## config.mk

```make
export PLATFORM = sky130hd
export DESIGN_NAME = fifo_uart_tx
export DESIGN_NICKNAME = d
export VERILOG_FILES = /design/src/rtl/fifo_uart_tx.sv
export SDC_FILE = /design/constraint.sdc
export NUM_CORES = 1
export LEC_CHECK = 0
export ABC_AREA = 1
export BUFFER_PORTS_ARGS = -buffer_cell sky130_fd_sc_hd__clkbuf_2
export CAP_MARGIN = 20
export CORE_AREA = 3 3 57 98
export DETAILED_ROUTE_END_ITERATION = 7
export DIE_AREA = 0 0 60 101
export PLACE_DENSITY = 0.58
export SLEW_MARGIN = 10
export SYNTH_ARGS = -nofsm -noshare
export SYNTH_HDL_FRONTEND = slang
export SYNTH_SLANG_ARGS = --single-unit
```

## constraint.sdc

```tcl
create_clock -name clk -period 1.4 [get_ports clk]
set_input_delay 0.14 -clock clk [delete_from_list [all_inputs] [get_ports clk]]
set_output_delay 0.14 -clock clk [all_outputs]
set_load 0.02 [all_outputs]
```

## src/rtl/fifo_uart_tx.sv

```systemverilog
// fifo_uart_tx: pops bytes from a sync FIFO and sends 8N1 UART frames; define FIFO_UART_TX_PARITY_EN for an even parity bit
module fifo_uart_tx #(
    parameter int CLKS_PER_BIT = 16,
    parameter int STOP_BITS    = 1
) (
    input  logic        clk,
    input  logic        rst,
    input  logic        enable,
    input  logic        fifo_empty,
    input  logic [7:0]  fifo_data,
    output logic        fifo_rd_en,
    output logic        tx,
    output logic        busy,
    output logic        frame_done,
    output logic [15:0] frame_count
);
    localparam int BW = $clog2(CLKS_PER_BIT);
    typedef enum logic [2:0] {
        IDLE, LOAD, START, DATA, STOP
`ifdef FIFO_UART_TX_PARITY_EN
        , PARITY
`endif
    } state_t;
`ifdef FIFO_UART_TX_PARITY_EN
    localparam state_t AFTER_DATA = PARITY;
`else
    localparam state_t AFTER_DATA = STOP;
`endif
    state_t state, state_nxt;
    logic [BW-1:0] baud;
    logic [2:0] bit_idx;
    logic [7:0] shreg;
    logic baud_last;
`ifdef FIFO_UART_TX_PARITY_EN
    logic par;
`endif
    assign baud_last = baud == BW'(CLKS_PER_BIT - 1);
    assign busy = state != IDLE;
    always_comb begin
        state_nxt = state;
        fifo_rd_en = 1'b0;
        tx = 1'b1;
        frame_done = 1'b0;
        case (state)
            IDLE: begin
                fifo_rd_en = enable && !fifo_empty;
                state_nxt = fifo_rd_en ? LOAD : IDLE;
            end
            LOAD: state_nxt = START;
            START: begin
                tx = 1'b0;
                state_nxt = baud_last ? DATA : START;
            end
            DATA: begin
                tx = shreg[0];
                state_nxt = (baud_last && bit_idx == 3'd7) ? AFTER_DATA : DATA;
            end
`ifdef FIFO_UART_TX_PARITY_EN
            PARITY: begin
                tx = par;
                state_nxt = baud_last ? STOP : PARITY;
            end
`endif
            STOP: begin
                frame_done = baud_last && bit_idx == 3'(STOP_BITS - 1);
                state_nxt = frame_done ? IDLE : STOP;
            end
            default: state_nxt = IDLE;
        endcase
    end
    // bit_idx doubles as the stop-bit counter so two stop bits need no extra state
    always_ff @(posedge clk or posedge rst) begin
        if (rst) begin
            state <= IDLE;
            baud <= '0;
            bit_idx <= '0;
            shreg <= '0;
            frame_count <= '0;
`ifdef FIFO_UART_TX_PARITY_EN
            par <= 1'b0;
`endif
        end else begin
            state <= state_nxt;
            baud <= (state_nxt != state || baud_last) ? '0 : baud + 1'b1;
            bit_idx <= (state_nxt != state) ? '0 :
                       (baud_last && (state == DATA || state == STOP)) ? bit_idx + 1'b1 : bit_idx;
            if (state == LOAD)
                shreg <= fifo_data;
            else if (state == DATA && baud_last)
                shreg <= shreg >> 1;
            if (frame_done)
                frame_count <= frame_count + 1'b1;
`ifdef FIFO_UART_TX_PARITY_EN
            if (state == LOAD)
                par <= ^fifo_data;
`endif
        end
    end
endmodule

```

# Word-level counts from Yosys, hierarchy flattened
# Index checks and enable logic that the tools add are counted.
# classes
addsub,3
mul,0
div_mod_pow,0
order_cmp,0
eq_ne,7
n_shift,0
muxes,13
bitwise_logic,0
reduce_logical,13
# ops
op,count
$add 16x1->16 const B,1
$mux 8,2
$pmux 3 s5,1
$mux 3,4
$eq 3x2->1 const B,2
$eq 3x3->1 const B,2
$logic_not 3->1,2
$logic_and 1x1->1,5
$add 4x1->4 const B,1
$eq 4x4->1 const B,1
$mux 1,4
$mux 4,1
$reduce_bool 2->1,2
$add 3x1->3 const B,1
$eq 3x1->1 const B,1
$ne 3x3->1,1
$reduce_bool 3->1,1
$logic_or 1x1->1,2
$pmux 1 s2,1
$logic_not 1->1,1
# totals
reg_bits,34
latchBits,0
mem_bits_rw,0
mem_bits_ro,0
input_bits,12
output_inout_bits,20
elab_cells,41
n_memories,0

# Logic depth before layout (Yosys ltp)
# Gate-level depths: netlist (run 1).
# depth
word_depth,7
ltp_mapped,9
mapped_depth_nobuf,9

# Least setup slack after synthesis (run 1)
# Ideal clock, no wire load.
# synth_path
path_kind,register -> register
from,register frame_count[0]
to,register frame_count[14]
setup_ns,0.117
arrival_time_ns,1.378
required_ns,1.283
setup_slack_ns,-0.094
stages_incl_launch_ff,9
n_path_buf,0
synth_period_minus_slack_ns,1.494
path_cell_list,dfrtp_1 ha_1 nand2_1 nor3_1 nand3_1 nand2_1 nand2_1 nand2_1 nand2_1
# synth_via
elab_chain_len,1
# synth_rtl
item,line,source
start: declaration,15,output logic [15:0] frame_count
start signal: assignment,92,frame_count <= frame_count + 1'b1;
$add 16x1->16,92,
# No other way between the ends.
# A chain may end at the register's enable or synchronous reset.

# Worst setup path after layout (run 1)
# layout_path
from,register bit_idx[1]
to,output port frame_done
# layout_via
elab_chain_len,3
# layout_rtl
item,line,source
start: declaration,31,logic [2:0] bit_idx;
start signal: assignment,85,bit_idx <= (state_nxt != state) ? '0 :
$logic_not 3->1,65,frame_done = baud_last && bit_idx == 3'(STOP_BITS - 1);
$logic_and 1x1->1,65,
$mux 1,44,case (state)
end: declaration,14,"output logic frame_done,"
# No other way between the ends.

==> results of run 1 <==
[cells by family (layout without fill, tap and decap cells)]
group | Yosys count | in the layout | synth area share [%]
XOR/XNOR | 13 | 13 | 5.98
buffers and inverters | 40 | 118 | 8.35
flip-flops | 34 | 34 | 44.7
AO/OA/AOI/OAI | 22 | 22 | 6.97
AND/OR/NAND/NOR | 125 | 125 | 30.7
adder cells (fa/ha/maj) | 5 | 5 | 3.29
[how the worst min path moves through the flow]
stage | endpoint | startpoint | slack, ps | cells past startpoint
after floorplan | shreg[7]$_DFFE_PP0P_ | fifo_data[7] | 260 | 2
after global placement | frame_count[10]$_DFFE_PP0P_ | rst | 250 | 3
after detailed placement | frame_count[10]$_DFFE_PP0P_ | rst | 250 | 3
after CTS | shreg[6]$_DFFE_PP0P_ | fifo_data[6] | 70 | 3
after global routing | shreg[6]$_DFFE_PP0P_ | fifo_data[6] | 90 | 3
final | shreg[6]$_DFFE_PP0P_ | fifo_data[6] | 70 | 3
[worst max-delay path, stage by stage, from the launching register on]
cell,delay [ps]
dfrtp_1,390
inv_1,60
ha_2,160
inv_2,40
nor2_4,100
nand2_4,80
nor2_8,140
buf_8,130
[timing repair]
item	in CTS	in global routing
hold buffers	1	0
gates resized for setup	36	52
hold endpoints to repair	34	0
buffers inserted	11	7
gates cloned	0	2
pin swaps	13	16
setup endpoints to repair	23	34
[Yosys cell counts (2+ instances only)]
cell | instances | area share (%)
o21ai_1 | 3 | 0.79
nor2_1 | 20 | 3.9
nand2_2 | 3 | 0.99
ha_1 | 5 | 3.3
nand2_4 | 2 | 1.2
o21ai_0 | 9 | 2.4
a21oi_1 | 2 | 0.53
xnor2_1 | 4 | 1.8
nor3_1 | 6 | 1.6
buf_4 | 2 | 0.79
nand2_1 | 64 | 13
nor2_2 | 6 | 2.0
nand3_1 | 15 | 3.9
inv_2 | 3 | 0.59
nor2_8 | 2 | 2.1
dfrtp_1 | 34 | 45
nand4_1 | 6 | 2.0
o211ai_1 | 6 | 2.4
xor2_1 | 9 | 4.1
inv_1 | 34 | 6.7
[state kept, by name, indices dropped and copies added (netlist names)]
register and flops:
frame_count 16, shreg 8, baud 4, bit_idx 3
state 3
[final cells by class]
class	count	area, um2	share of cell area (%)
tap	54	67.6	2.35
clock buffer	7	76.3	2.66
inverter	37	146	5.09
sequential	34	852	29.6
timing repair buffer	74	616	21.4
multi-input combinational	165	1120	38.8
[stage by stage]
step,hold slack [ps],TNS [ps],cell area [um2],worst slack [ps],total power [mW]
2_1_floorplan,261,0,1920,4.28,1.04
3_3_place_gp,250,-1500,2300,-97.7,1.07
3_5_place_dp,251,-1930,2300,-147,1.07
4_1_cts,72.2,-1450,2590,-144,1.76
5_1_grt,88.5,-4420,2870,-211,1.80
6_report,72.1,-1520,2870,-119,1.73
[layout by cell type (no fill, tap or decap), types with 2 or more instances in the layout]
cell type / Yosys / routed
nand2_1: 64 / 48
dfrtp_1: 34 / 33
inv_1: 34 / 31
clkbuf_2: 0 / 28
buf_4: 2 / 26
nor2_1: 20 / 16
nand3_1: 15 / 13
buf_6: 0 / 12
nand2_4: 2 / 11
nand2_2: 3 / 9
xor2_1: 9 / 9
nor2_2: 6 / 7
o21ai_1: 3 / 7
nand4_1: 6 / 6
o211ai_1: 6 / 6
inv_2: 3 / 5
nor3_1: 6 / 5
o21ai_2: 1 / 5
clkbuf_8: 0 / 5
nor2_4: 0 / 3
xnor2_1: 4 / 3
ha_4: 0 / 3
buf_8: 0 / 3
nor2_8: 2 / 2
a21oi_2: 0 / 2
clkbuf_1: 0 / 2
clkbuf_16: 0 / 2
buf_12: 0 / 2
[routing by layer]
metal | routed length, um | up-vias | global-route usage, %
met2 | 2720 | 48 | 31.0
met1 | 1630 | 848 | 16.9
met3 | 207 | 14 | 3.33
met4 | 173 | 0 | 6.48
met5 | 0 | - | 0
li1 | - | 905 | -
[power by group]
group	switching (mW)	internal (mW)	leakage, nW
Combinational	0.0363	0.0236	1.06
Clock	0.335	0.342	0.0383
Sequential	0.00214	0.991	0.445
==> summary.md, run 1 <==
| Metric | Value |
|---|---|
| Outcome | `finished with violations` |
| Failing checks | `negative setup slack` |
| Cts bufs inserted | `5` |
| GPL Wtd Cong | `0.896` |
| Clock Latency Late Sink | `approximately 280 ps` |
| Worst-Margin Slew | `about 450 ps` |
| Fmax achieved | `658 MHz` |
| Worst IR drop on VDD | `0.659 mV` |
| Startpoint Class | `flop` |
| Layout cells sized above 1 | `42.3%` |
| Dpl hpwl | `~3300 um` |
| Fin crit period | `1520 ps` |
| Worst EP required | `1260 ps` |
| Syn-to-layout area delta | `51.0%` |
| Critical R2R Capture | `frame_count[4]$_DFFE_PP0P_` |
| Async set-or-reset flop fraction in the synthesized netlist | `100%` |
| DIE AREA | `approximately 6100 um2` |
| ANT nets after route | `0` |
| Placed cells | `344` |
| WL/cell | `~13 um` |
| Worst min-delay path class | `in -> reg` |
| CP endpoint | `frame_done` |
| Main synth FF type | `dfrtp_1` |
| Sequential area share after synthesis | `44.7%` |
| R2r setup slk | `-120 ps` |
| Reg clk slew, reported paths | `70 ps` |
| Power Dens Cells | `602 nW/um2` |
| Crit. Startpoint | `bit_idx[1]$_DFFE_PP0P_` |
| All-Layer GR Usage | `between 15 and 20%` |
| Core Box Area | `4930 um2` |
| Period utilization | `108%` |
| Slew margin rel. | `70.1%` |
| Layout Skew | `6.17 ps` |
| DR vias/cell | `4.89` |
| Worst path arrival time | `1380 ps` |
| Maxcap violations | `0` |
| Fill count | `about 460` |
| Chip Height | `101 um` |
| Flops & latches, synth | `34` |
| Drt total wl | `4730 um` |
| First-pass GRT wire length | `7620 um` |
| Congestion Overflow GR | `0` |
| CTS sink cnt | `34` |
| Initial antenna violation count | `0` |
| Cells after Synth | `239` |
| CP max FO | `4` |
| Crit Path Class | `reg -> out` |
| Worst reg2reg path depth | `10` |
| CTS max path bufs | `2` |
| Yosys warns | `0` |
| DRC viols | `0` |
| Final number of max-transition violations | `0` |
| Routed via count | `between 1500 and 2000` |
| Fin nets | `between 300 and 400` |
| Ant diodes | `0` |
| Synthesized area | `roughly 1900 um2` |
| RR Startpoint | `bit_idx[1]$_DFFE_PP0P_` |
| Finished Layout Cells | `371` |
| Post-synth EDFFs | `0` |
| Syn Nets | `256` |
| Syn Area/Cell | `7.96 um2` |
| Port bufs | `31` |
| H-tree depth | `2` |
| Final core utilization | `about three fifths` |
| # setup viols final | `26` |
| Clock Tree Root | `clkbuf_8` |
| Cell Rows | `34` |
| CP endpoint kind | `output port` |
| TritonCTS clock tree | `built` |
| RSZ-0062 raised after global routing | `true` |
| Distinct cells, synth | `24` |
| I/O pin cnt | `32` |
| Die Span X | `60 um` |
| Initial drt markers | `74` |
| Largest net degree at the start of global routing | `35` |
| Final setup slack of the worst path | `-119 ps` |
| Drt pass-1 iters | `5` |
| Number of global-route vias before repair | `1736` |
| Final Hold Viols | `0` |
| Starting Density | `38.6%` |
| Leak | `between 1.5 and 2 nW` |
No activity file was read; power rests on OpenSTA's default activity.
==> run 2: changes to the inputs <==
- ABC_AREA: 1 -> default
- CORE_AREA: 3 3 57 98 -> 3 3 54 93
- DIE_AREA: 0 0 60 101 -> 0 0 57 96
- PLACE_DENSITY: 0.58 -> 0.59
==> run 2 against run 1 <==
  * The flow still finishes with violations (negative setup slack)
  * Hold slack got worse by 13 ps
  * Combinational power grew to 30 times the previous value
  * Fmax down 15%
  * Cell count is 20% lower
  * Total power grew 120%
  * Critical path type is now reg -> reg
  * Largest cell class unchanged
==> summary.md, run 2 <==
| Metric | Value |
|---|---|
| Synth area leader | `dfrtp_1 (unchanged)` |
| Largest Register | `frame_count (unchanged)` |
| Outcome | `finished with violations (unchanged)` |
| Core Box Area | `4400 um2 (was 4930 um2)` |
| Die Span X | `57 um (was 60 um)` |
| Worst path arrival time | `2000 ps (was 1380 ps)` |
| Final core utilization | `63.2% (was 58.2%)` |
| TNS Setup | `-7310 ps (was -1520 ps)` |
| DR vias/cell | `5.16 (was 4.89)` |
| Sequential area share after synthesis | `50.0% (was 44.7%)` |
| Starting Density | `38.6% (about the same)` |
| Congestion Overflow GR | `0 (unchanged)` |
| Worst EP required | `1620 ps (was 1260 ps)` |
| Fin nets | `260 (was 334)` |
| Post-synthesis mux area share | `5.37% (was 0%)` |
| Flops & latches, synth | `34 (unchanged)` |
| DP Worst Slack | `-388 ps (was -147 ps)` |
| Clock Latency Late Sink | `290 ps (was 280 ps)` |
| Layout cells sized above 1 | `53.7% (was 42.3%)` |
| CTS max path bufs | `2 (unchanged)` |
| DRC viols | `0 (unchanged)` |
| Maxcap violations | `0 (unchanged)` |
| Number of global-route vias before repair | `1562 (was 1736)` |
| Commonest non-fill, non-tap cell in the layout | `dfrtp_1 (was nand2_1)` |
| Critical R2R Capture | `frame_count[9]$_DFFE_PP0P_ (was frame_count[4]$_DFFE_PP0P_)` |
| Synthesized area | `1700 um2 (was 1900 um2)` |
| Finished Layout Cells | `295 (was 371)` |
| Worst reg2reg path depth | `4 (was 10)` |
| TritonCTS clock tree | `built (unchanged)` |
| Failing checks | `negative setup slack (unchanged)` |
| Fin crit period | `1780 ps (was 1520 ps)` |
| Reg area | `851 um2 (was 852 um2)` |
| Max FFs per register | `16 (unchanged)` |
| Chip Height | `96 um (was 101 um)` |
| Leak | `1.33 nW (was 1.54 nW)` |
| Syn Area/Cell | `10.6 um2 (was 7.96 um2)` |
| Flop pwr share | `34.4% (was 57.4%)` |
| Area of the multi-input gates | `1100 um2 (was 1120 um2)` |
| Final number of max-transition violations | `0 (unchanged)` |
| Period utilization | `127% (was 108%)` |
| Worst min-delay path class | `in -> reg (unchanged)` |
| Clock power share | `19.4% (was 39.2%)` |
| Power Dens Cells | `1390 nW/um2 (was 602 nW/um2)` |
| H-tree depth | `2 (unchanged)` |
| I/O pin cnt | `32 (unchanged)` |
| Initial antenna violation count | `0 (unchanged)` |
| Largest registers | `frame_count: 16 flops, shreg: 8 flops, baud: 4 flops (unchanged)` |
| Distinct cells, synth | `34 (was 24)` |
| Synth Area in Simple Gates | `20.9% (was 30.7%)` |
| CP endpoint kind | `flop (was output port)` |
| Yosys warns | `0 (unchanged)` |
| P_int | `2.61 mW (was 1.36 mW)` |
| WL/cell | `15.6 um (was 12.7 um)` |
| Synth Area in XOR/XNOR | `9.27% (was 5.98%)` |
| Post-Synth Adder-Cell Area | `3.68% (was 3.29%)` |
| Worst-Margin Slew | `409 ps (was 448 ps)` |
| First-pass GRT wire length | `7310 um (was 7620 um)` |
| Synth area leaders | `dfrtp_1 (50%), xnor2_1 (5.2%), mux2i_1 (4.7%), xor2_1 (4.1%), nor2_1 (3.8%) (was dfrtp_1 (45%), nand2_1 (13%), inv_1 (6.7%), xor2_1 (4.1%), nand3_1 (3.9%))` |
| Cts bufs inserted | `5 (unchanged)` |
| Psw | `1.27 mW (was 0.374 mW)` |
| CP max FO | `7 (was 4)` |
| Cells after Synth | `161 (was 239)` |
| Most frequent cells in the layout | `dfrtp_1 (34), clkbuf_2 (27), buf_4 (26) (was nand2_1 (48), dfrtp_1 (33), inv_1 (31))` |
| Drt total wl | `4620 um (was 4730 um)` |
| Sw Share | `32.7% (was 21.6%)` |
| CTS sink cnt | `34 (unchanged)` |
| Synth cell count leaders | `dfrtp_1 (34), nor2_1 (17), nand3_1 (11) (was nand2_1 (64), dfrtp_1 (34), inv_1 (34))` |
| Syn Nets | `178 (was 256)` |
| Post-synth EDFFs | `0 (unchanged)` |
| Initial drt markers | `42 (was 74)` |
| Port bufs | `31 (unchanged)` |
| Dpl hpwl | `3130 um (was 3340 um)` |
| Crit Path Class | `reg -> reg (was reg -> out)` |
| All-Layer GR Usage | `17.3% (was 16.5%)` |
| Async set-or-reset flop fraction in the synthesized netlist | `100% (unchanged)` |
| Fmax achieved | `561 MHz (was 658 MHz)` |
| Comb power frac | `46.2% (was 3.5%)` |
| Min Hold Slack | `59.2 ps (was 72.1 ps)` |
| Routed via count | `1522 (was 1815)` |
| Drt pass-1 iters | `4 (was 5)` |
| Placed cells | `272 (was 344)` |
| Ant diodes | `0 (unchanged)` |
| RR Startpoint | `state[0]$_DFF_PP0_ (was bit_idx[1]$_DFFE_PP0P_)` |
| Clock Tree Root | `clkbuf_8 (unchanged)` |
| R2r setup slk | `-380 ps (was -120 ps)` |
| Main synth FF type | `dfrtp_1 (unchanged)` |
| DIE AREA | `5470 um2 (was 6060 um2)` |
| Final Hold Viols | `0 (unchanged)` |
| Largest net degree at the start of global routing | `27 (was 35)` |
| Layout Skew | `5.50 ps (was 6.17 ps)` |
| ANT nets after route | `0 (unchanged)` |
| Startpoint Class | `flop (unchanged)` |
| Most frequent cell after synthesis | `dfrtp_1 (was nand2_1)` |
| Hold EP | `shreg[7]$_DFFE_PP0P_ (was shreg[6]$_DFFE_PP0P_)` |
| Hold_sp | `fifo_data[7] (was fifo_data[6])` |
| Worst IR drop on VDD | `1.19 mV (was 0.659 mV)` |
| Fill count | `347 (was 459)` |
| Post-synth top area share | `50.0% (was 44.7%)` |
| Syn-to-layout area delta | `63.6% (was 51.0%)` |
| RSZ-0062 raised after global routing | `true (unchanged)` |
| Reg clk slew, reported paths | `70 ps (about the same)` |
| Hold path depth | `3 (unchanged)` |
| Largest family of logic cells by synthesized area | `simple AND/OR/NAND/NOR gates (unchanged)` |
| GPL Wtd Cong | `0.755 (was 0.896)` |
| # setup viols final | `31 (was 26)` |
| Synth Area in Compound Gates | `7.80% (was 6.97%)` |
| Final setup slack of the worst path | `-384 ps (was -119 ps)` |
| Cell Rows | `32 (was 34)` |
| Slew margin rel. | `72.7% (was 70.1%)` |
-- run 2: changes by cell type after synthesis, moves of 4 or more --
cell,previous run,this run
nand3_1,15,11
nor2_2,6,0
nand2_1,64,6
nand2b_1,0,4
o211ai_1,6,1
xnor2_1,4,10
a21oi_1,2,9
inv_1,34,6
mux2i_1,0,8
o21ai_0,9,2
nor3_2,0,4
-- run 2: cell families after synthesis --
group	count (synthesis)
xor+xnor	18
flops	34
simple gates	63
compound gates	21
mux	9
fa+ha+maj	5
buf+inv	11
-- run 2: repair_timing --
action | CTS | global route
hold buffers | 1 | 0
setup buffers | 8 | 14
pin swaps | 21 | 23
gates resized for setup | 43 | 43
endpoints found under the setup margin | 34 | 37
endpoints found under the hold margin | 8 | 0
cloned | 0 | 0
-- run 2: worst max path at each step --
stage	from	slack [ps]	endpoint	cells after the start
2_1_floorplan	state[0]$_DFF_PP0_	-460	frame_count[9]$_DFFE_PP0P_	6
3_3_place_gp	state[0]$_DFF_PP0_	-320	frame_count[9]$_DFFE_PP0P_	4
3_5_place_dp	state[0]$_DFF_PP0_	-390	frame_count[9]$_DFFE_PP0P_	4
4_1_cts	state[0]$_DFF_PP0_	-400	frame_count[9]$_DFFE_PP0P_	4
5_1_grt	state[0]$_DFF_PP0_	-420	frame_count[9]$_DFFE_PP0P_	4
6_report	state[0]$_DFF_PP0_	-380	frame_count[9]$_DFFE_PP0P_	4
-- run 2: cell type report --
class                      count  share of cell area (%)
multi-input combinational    116                    39.5
sequential                    34                    30.6
timing repair buffer          80                    23.6
clock buffer                   7                    3.10
tap                           51                    2.29
inverter                       6                   0.809
clock inverter                 1                   0.180
-- run 2: stage by stage --
step                      cell area, um2  total power, mW
final                               2780             3.88
after global routing                2780             4.11
after CTS                           2540             3.45
after detailed placement            2190             2.38
after global placement              2190             2.31
after floorplan                     1740             1.94
-- run 2: power by group through the flow --
stage | logic (mW) | registers, mW | clock network [mW]
after floorplan | 0.626 | 1.31 | 0
after global placement | 1.01 | 1.30 | 0
after detailed placement | 1.07 | 1.32 | 0
after CTS | 1.37 | 1.30 | 0.781
after global routing | 1.94 | 1.36 | 0.805
final | 1.79 | 1.33 | 0.754
-- run 2: layer usage --
| layer | share of wire [%] | vias to the layer above | routed length, um | global-route usage (%) |
|---|---|---|---|---|
| met5 | 0 | - | 0 | 0 |
| met4 | 1.6 | 0 | 72 | 6.58 |
| met3 | 3.1 | 6 | 143 | 3.49 |
| met2 | 61 | 27 | 2810 | 33.7 |
| met1 | 34 | 762 | 1590 | 17.6 |
| li1 | - | 727 | - | - |
-- run 2: critical path, stage by stage, from the launching register on --
cell and delay (ps):
dfrtp_1 390, or3b_4 430, or4_4 500, nor3_2 230
xor2_1 160
